===== config.mk =====
export PLATFORM = sky130hd
export DESIGN_NAME = stream_mux
export DESIGN_NICKNAME = d
export VERILOG_FILES = /design/src/rtl/stream_mux.sv
export SDC_FILE = /design/constraint.sdc
export NUM_CORES = 1
export LEC_CHECK = 0
export ABC_AREA = 1
export BUFFER_PORTS_ARGS = -buffer_cell sky130_fd_sc_hd__buf_2
export CORE_MARGIN = 3
export CORE_UTILIZATION = 38
export DETAILED_ROUTE_END_ITERATION = 7
export PLACE_DENSITY = 0.72
export SETUP_SLACK_MARGIN = 0.2
export SYNTH_ARGS = -nofsm -noshare
export SYNTH_HDL_FRONTEND = slang
export SYNTH_SLANG_ARGS = --single-unit

===== constraint.sdc =====
create_clock -name clk -period 2.85 [get_ports clk]
set_input_delay 0.57 -clock clk [delete_from_list [all_inputs] [get_ports clk]]
set_output_delay 0.57 -clock clk [all_outputs]
set_load 0.005 [all_outputs]

===== src/rtl/stream_mux.sv =====
// N:1 valid/ready stream multiplexer with packet locking and a registered output stage.
// The channel comes from the sel port or from a round-robin search, chosen by RR_MODE.
module stream_mux #(
    parameter int WIDTH    = 8,
    parameter int CHANNELS = 4,
    parameter int RR_MODE  = 0,
    localparam int SEL_W   = $clog2(CHANNELS)
) (
    input  logic                      clk,
    input  logic                      reset_n,
    input  logic [CHANNELS*WIDTH-1:0] din_data,
    input  logic [CHANNELS-1:0]       din_valid,
    input  logic [CHANNELS-1:0]       din_last,
    output logic [CHANNELS-1:0]       din_ready,
    input  logic [SEL_W-1:0]          sel,
    output logic [WIDTH-1:0]          mux_out,
    output logic                      mux_valid,
    output logic                      mux_last,
    output logic [SEL_W-1:0]          mux_chan,
    input  logic                      mux_ready
);

    typedef enum logic {IDLE = 1'b0, LOCKED = 1'b1} state_e;

    state_e             state_q, state_d;
    logic [SEL_W-1:0]   gnt_q, gnt_d;
    logic [SEL_W-1:0]   ptr_q, ptr_d;
    logic [WIDTH-1:0]   mux_out_q, mux_out_d;
    logic               mux_valid_q, mux_valid_d;
    logic               mux_last_q, mux_last_d;
    logic [SEL_W-1:0]   mux_chan_q, mux_chan_d;

    logic [SEL_W-1:0]   cand;
    logic               cand_ok;
    logic               cand_valid;
    logic               cand_last;
    logic [WIDTH-1:0]   cand_data;
    logic               load_en;
    logic               xfer;

    assign load_en = !mux_valid_q || mux_ready;

    // A locked packet owns the output until its last beat; otherwise pick a fresh candidate.
    always_comb begin
        cand    = '0;
        cand_ok = 1'b0;
        if (state_q == LOCKED) begin
            cand    = gnt_q;
            cand_ok = 1'b1;
        end else if (RR_MODE == 0) begin
            if (int'(sel) < CHANNELS) begin
                cand    = sel;
                cand_ok = 1'b1;
            end
        end else begin
            // Cyclic search from ptr+1: channels above ptr first, then wrap to 0..ptr.
            for (int i = 0; i < CHANNELS; i++) begin
                if (!cand_ok && din_valid[i] && (SEL_W'(i) > ptr_q)) begin
                    cand    = SEL_W'(i);
                    cand_ok = 1'b1;
                end
            end
            for (int i = 0; i < CHANNELS; i++) begin
                if (!cand_ok && din_valid[i] && (SEL_W'(i) <= ptr_q)) begin
                    cand    = SEL_W'(i);
                    cand_ok = 1'b1;
                end
            end
        end
    end

    always_comb begin
        cand_valid = 1'b0;
        cand_last  = 1'b0;
        cand_data  = '0;
        for (int i = 0; i < CHANNELS; i++) begin
            if (SEL_W'(i) == cand) begin
                cand_valid = din_valid[i];
                cand_last  = din_last[i];
                cand_data  = din_data[i*WIDTH +: WIDTH];
            end
        end
    end

    assign xfer = reset_n && cand_ok && cand_valid && load_en;

    always_ff @(posedge clk or negedge reset_n) begin
        if (!reset_n) begin
            state_q <= IDLE;
            gnt_q   <= '0;
            ptr_q   <= SEL_W'(CHANNELS - 1);
        end else begin
            state_q <= state_d;
            gnt_q   <= gnt_d;
            ptr_q   <= ptr_d;
        end
    end

    always_comb begin
        state_d = state_q;
        gnt_d   = gnt_q;
        ptr_d   = ptr_q;
        if (xfer) begin
            if (state_q == IDLE && !cand_last) begin
                state_d = LOCKED;
                gnt_d   = cand;
            end else if (state_q == LOCKED && cand_last) begin
                state_d = IDLE;
            end
            if (cand_last && RR_MODE != 0) ptr_d = cand;
        end
    end

    always_comb begin
        for (int i = 0; i < CHANNELS; i++)
            din_ready[i] = reset_n && cand_ok && load_en && (SEL_W'(i) == cand);
    end

    always_ff @(posedge clk or negedge reset_n) begin
        if (!reset_n) begin
            mux_out_q   <= '0;
            mux_valid_q <= 1'b0;
            mux_last_q  <= 1'b0;
            mux_chan_q  <= '0;
        end else begin
            mux_out_q   <= mux_out_d;
            mux_valid_q <= mux_valid_d;
            mux_last_q  <= mux_last_d;
            mux_chan_q  <= mux_chan_d;
        end
    end

    // A new beat may replace a draining one in the same cycle, so there is no bubble.
    always_comb begin
        mux_out_d   = mux_out_q;
        mux_valid_d = mux_valid_q;
        mux_last_d  = mux_last_q;
        mux_chan_d  = mux_chan_q;
        if (xfer) begin
            mux_out_d   = cand_data;
            mux_last_d  = cand_last;
            mux_chan_d  = cand;
            mux_valid_d = 1'b1;
        end else if (mux_ready) begin
            mux_valid_d = 1'b0;
        end
    end

    assign mux_out   = mux_out_q;
    assign mux_valid = mux_valid_q;
    assign mux_last  = mux_last_q;
    assign mux_chan  = mux_chan_q;

endmodule


## Yosys cells after proc, flatten, opt, wreduce, memory -nomap -nowiden

Index checks and enable logic that the tools add are counted.

| operators by class | value |
|---|---|
| equality and inequality tests | 3 |
| bitwise gates (word level) | 1 |
| reduce and logical (&&, ||, !) cells | 17 |
| mux-type cells | 17 |

Operators with widths:

| kind | count |
|---|---|
| 8-bit two-way mux | 4 |
| 1-bit two-way mux | 12 |
| 1-bit logical AND | 9 |
| 2-bit equality test (first input constant) | 2 |
| 2-bit AND reduction | 2 |
| 2-bit nonzero test | 2 |
| 1-bit by 2-bit equality test with 1-bit output (first input constant) | 1 |
| 1-bit zero test | 2 |
| 2-bit zero test | 1 |
| 2-bit two-way mux | 1 |
| 1-bit logical OR | 1 |
| 1-bit inverter | 1 |

| storage, ports and cells | value |
|---|---|
| bits of input ports | 45 |
| register bits after elaboration | 15 |
| output and inout port bits | 16 |

## Depth between registers and ports, before layout

| depth | value |
|---|---|
| word-level depth | 10 |
| mapped depth | 13 |
| depth with buffers taken out | 13 |

## Least setup slack after synthesis

No wires, ideal clock.

| timing | value |
|---|---|
| kind | input -> register |
| start | in sel[1] |
| end | reg state_q |
| data arrival time | 1.644 ns |
| required time | 2.733 ns |
| cell stages on the path | 12 |
| setup slack | 1.089 ns |
| cell sequence | nand2_2 -> nand2_4 -> inv_2 -> nor2_2 -> nand2_1 -> nand3_1 -> nor2_1 -> ha_1 -> inv_1 -> nand2_1 -> nand2_1 -> nand2_1 |

| on the way | value |
|---|---|
| word-level cells in the longest chain between the ends | 10 |
| elaborated cells on any way between the ends | 21 |
| those cells by class | 3 x eq/ne; 10 x mux; 8 x reduce/logical |

Ends and longest elaborated chain:

| item | line | source |
|---|---|---|
| start, declared | 15 | `input logic [SEL_W-1:0] sel,` |
| 2-bit two-way mux * | 47 | `if (state_q == LOCKED) begin` |
| 2-bit zero test | 77 | `if (SEL_W'(i) == cand) begin` |
| 1-bit two-way mux (4 in series) | 77 |  |
| 1-bit zero test | 104 | `if (state_q == IDLE && !cand_last) begin` |
| 1-bit logical AND | 104 |  |
| 2-bit nonzero test (no line) | n/a |  |
| 2-bit AND reduction (no line) | n/a |  |
| end signal, assigned | 93 | `state_q <= state_d;` |
| end, declared | 25 | `state_e state_q, state_d;` |

Every way passes the cells marked *; elsewhere a longest branch is shown, timed or not.
A chain may end at the register's enable or synchronous reset.

## Worst setup path in the final report

| timing | value |
|---|---|
| start | in reset_n |
| end | out din_ready[2] |

| on the way | value |
|---|---|
| word-level cells in the longest chain between the ends | 2 |

Ends and longest elaborated chain:

| item | line | source |
|---|---|---|
| start, declared | 10 | `input logic reset_n,` |
| 1-bit logical AND (2 in series) | 116 | `din_ready[i] = reset_n && cand_ok && load_en && (SEL_W'(i) == cand);` |
| end, declared | 14 | `output logic [CHANNELS-1:0] din_ready,` |

No other way between the ends.

==> parameters.txt <==
Parameter                              Value

Status
  Result of the run ... completed

STA
  Final setup fails ... 0
  Number of hold violations in the final report ... 0
  Max Transition Viols Final ... 0
  Slew at the pin closest to its max-slew limit ... 0.374 ns
  Min cycle time layout ... 2.06 ns
  Clock skew after layout ... 0.00169 ns
  FMAX ... 485 MHz
  Max-slew headroom ... 0.750
  Share of the clock period used by the worst path after layout ... 0.724
  Sum Neg Setup Slack ... 0 ns
  Setup repair after global routing missed its margin ... no

Layout
  Area growth syn-to-layout ... 34.1%
  Post-route cell area ... 0.00133 mm²
  Filler cell count ... 245
  Final Net Count ... 254
  # diodes ... 0
  Final cell count without fillers ... 235
  Share of cells above drive strength 1 ... 0.391

Logic synthesis
  Synthesis-stage register bit count ... 15
  Dominant cell type by area after synthesis ... sky130_fd_sc_hd__dfrtp_1
  Post-Syn Instances ... 145
  Top cell type's share of synthesized area ... 0.377
  Synthesis Warnings ... 0
  Proportion of synthesized chip area in sequential cells ... 0.377
  Avg Inst Size Synth ... 6.86 µm²
  Mapped Area ... 995 µm²
  Net count of the mapped netlist ... 191
  Distinct cell type count after synthesis ... 20
  Top cells by area, synth ... sky130_fd_sc_hd__dfrtp_1 38%, sky130_fd_sc_hd__nand2_1 30%, sky130_fd_sc_hd__nand4_1 5.0%

CTS
  # resized after CTS ... 0
  Total clock sinks ... 15
  Clock buffer depth ... 2
  Number of setup buffers added after CTS ... 0
  Cts-stage hold buffer count ... 0
  Clock root buffer master ... sky130_fd_sc_hd__clkbuf_4
  Number of buffers inserted during clock tree synthesis ... 3
  Post-CTS clock slew at the launch and capture registers of the worst setup and hold paths ... 0.08 ns
  Clock tree from TritonCTS ... done
  H-Tree Depth ... 1
  Insertion delay to the later sink of the worst-skew pair ... 0.28 ns

Routing
  Post-DRT Antenna Nets ... 0
  Detailed-routing iteration count for the pre-antenna-repair pass ... 4
  Vias per std cell ... 4.66
  Remaining routing DRC violations ... 0
  Post-Route WL ... 2630 µm
  Post-detailed-route wirelength per cell ... 11.2 µm
  1st-iter DRT viols ... 16
  Total via count after detailed routing ... 1094

Global routing
  Global-route wire length before repair ... 4220 µm
  Maximum number of pins on one net before global-route repair ... 18
  Antenna violations before repair ... 0
  Remaining global-route overflow ... 0
  Overall track demand over capacity in global routing ... 0.164
  Via count of the first global-routing pass ... 971

Floorplan
  Die outline height ... 57.2 µm
  Site Rows ... 17
  Die area ... 0.00327 mm²
  Initial core utilization ... 0.425
  Standard cell core area ... 0.00234 mm²
  Number of top-level pins ... 61
  Horizontal die dimension ... 57.2 µm

Power
  Power consumption ... 1.08 mW
  Maximum ir drop on the vdd rail ... 0.466 mV
  PwrDens ... 808 mW/mm²
  P_leak ... 0.778 nW

Setup path
  Crit path DAT ... 1.49 ns
  CP Launch Point ... reset_n
  Maximum fanout along the worst path ... 16
  Worst endpoint required time ... 2.28 ns
  Startpoint of the most critical register-to-register path ... state_q
  Worst Setup Path Type ... input port to primary output
  Category of the worst setup path capture point ... primary output
  Element type at the critical path start ... input port

Job
  Max Cap Violations ... 0

Worst hold path
  Classification of the worst-slack hold path ... input port to async pin

Placed design
  Routability congestion estimate from global placement ... 0.739
  Placed standard-cell area ... 0.00131 mm²
  IO Port Bufs ... 60
  Detailed-placement wirelength estimate ... 2190 µm
  Cells after DPL ... 231
per-stage QoR:
step	setup slack, ns	util	hold WS, ns
after floorplan	1.09	-	0.274
after global placement	0.808	0.559	0.449
after detailed placement	0.769	0.559	0.455
after CTS	0.767	0.570	0.175
after global routing	0.655	0.570	0.191
final	0.786	0.570	0.177
cell usage after synthesis, drive strengths merged:
master and instances:
nor3 3, nand3b 1, ha 1, o21ai 3, inv 9, buf 2, nand4 8, nor2 8
nand3 5, o21a 1, dfrtp 15, nand2 89
final cells by class:
class,count,area [µm²],area share
sequential,15,375,0.281
clock buffer,4,26.3,0.0197
inverter,9,36.3,0.0272
tap,28,35.0,0.0263
timing repair buffer,60,300,0.225
multi-input combinational,119,561,0.420
per-layer routing:
layer,share of wire,track usage,vias to the layer above
li1,-,-,581
met1,0.47,0.229,462
met2,0.43,0.241,45
met3,0.071,0.0158,6
met4,0.028,0.106,0
met5,0,0,-
sequential cells by signal (all words and copies together) (netlist names):
| signal | count |
|---|---|
| gnt_q | 2 |
| mux_out | 8 |
| mux_last | 1 |
| mux_valid | 1 |
| mux_chan | 2 |
| state_q | 1 |
where the power goes:
part	internal [mW]	switching (mW)
registers	0.305	0.0547
logic	0.231	0.369
clock network	0.0544	0.0636
total	0.591	0.487
final timing paths:
kind,slack (ns),to,cells past startpoint
setup / recovery,0.79,din_ready[2],5
hold / removal,0.18,gnt_q[0],1
setup reg to reg,0.93,state_q,13
hold reg to reg,0.47,mux_chan[0],2
max in group asynchronous,2.43,mux_out[1],1
min in group clk,0.46,mux_valid,2
critical path, cell delays in order:
cell,delay (ns)
sky130_fd_sc_hd__buf_2,0.30
sky130_fd_sc_hd__o21a_1,0.24
sky130_fd_sc_hd__inv_1,0.11
sky130_fd_sc_hd__nor3_1,0.14
sky130_fd_sc_hd__buf_2,0.14
cell usage in the layout (no fill, tap or decap), drive strengths merged:
master and count:
nand2 89, buf 60, dfrtp 15, inv 9
nand4 8, nor2 8, nand3 5, clkbuf 4
nor3 3, o21ai 3, o21a 1, nand3b 1
ha 1
cells by family after synthesis:
group	after synthesis	synth area share
simple gates	114	0.525
flops	15	0.377
buf+inv	11	0.0591
compound gates	4	0.0264
fa+ha+maj	1	0.0126
(Power assumes the default switching activity.)
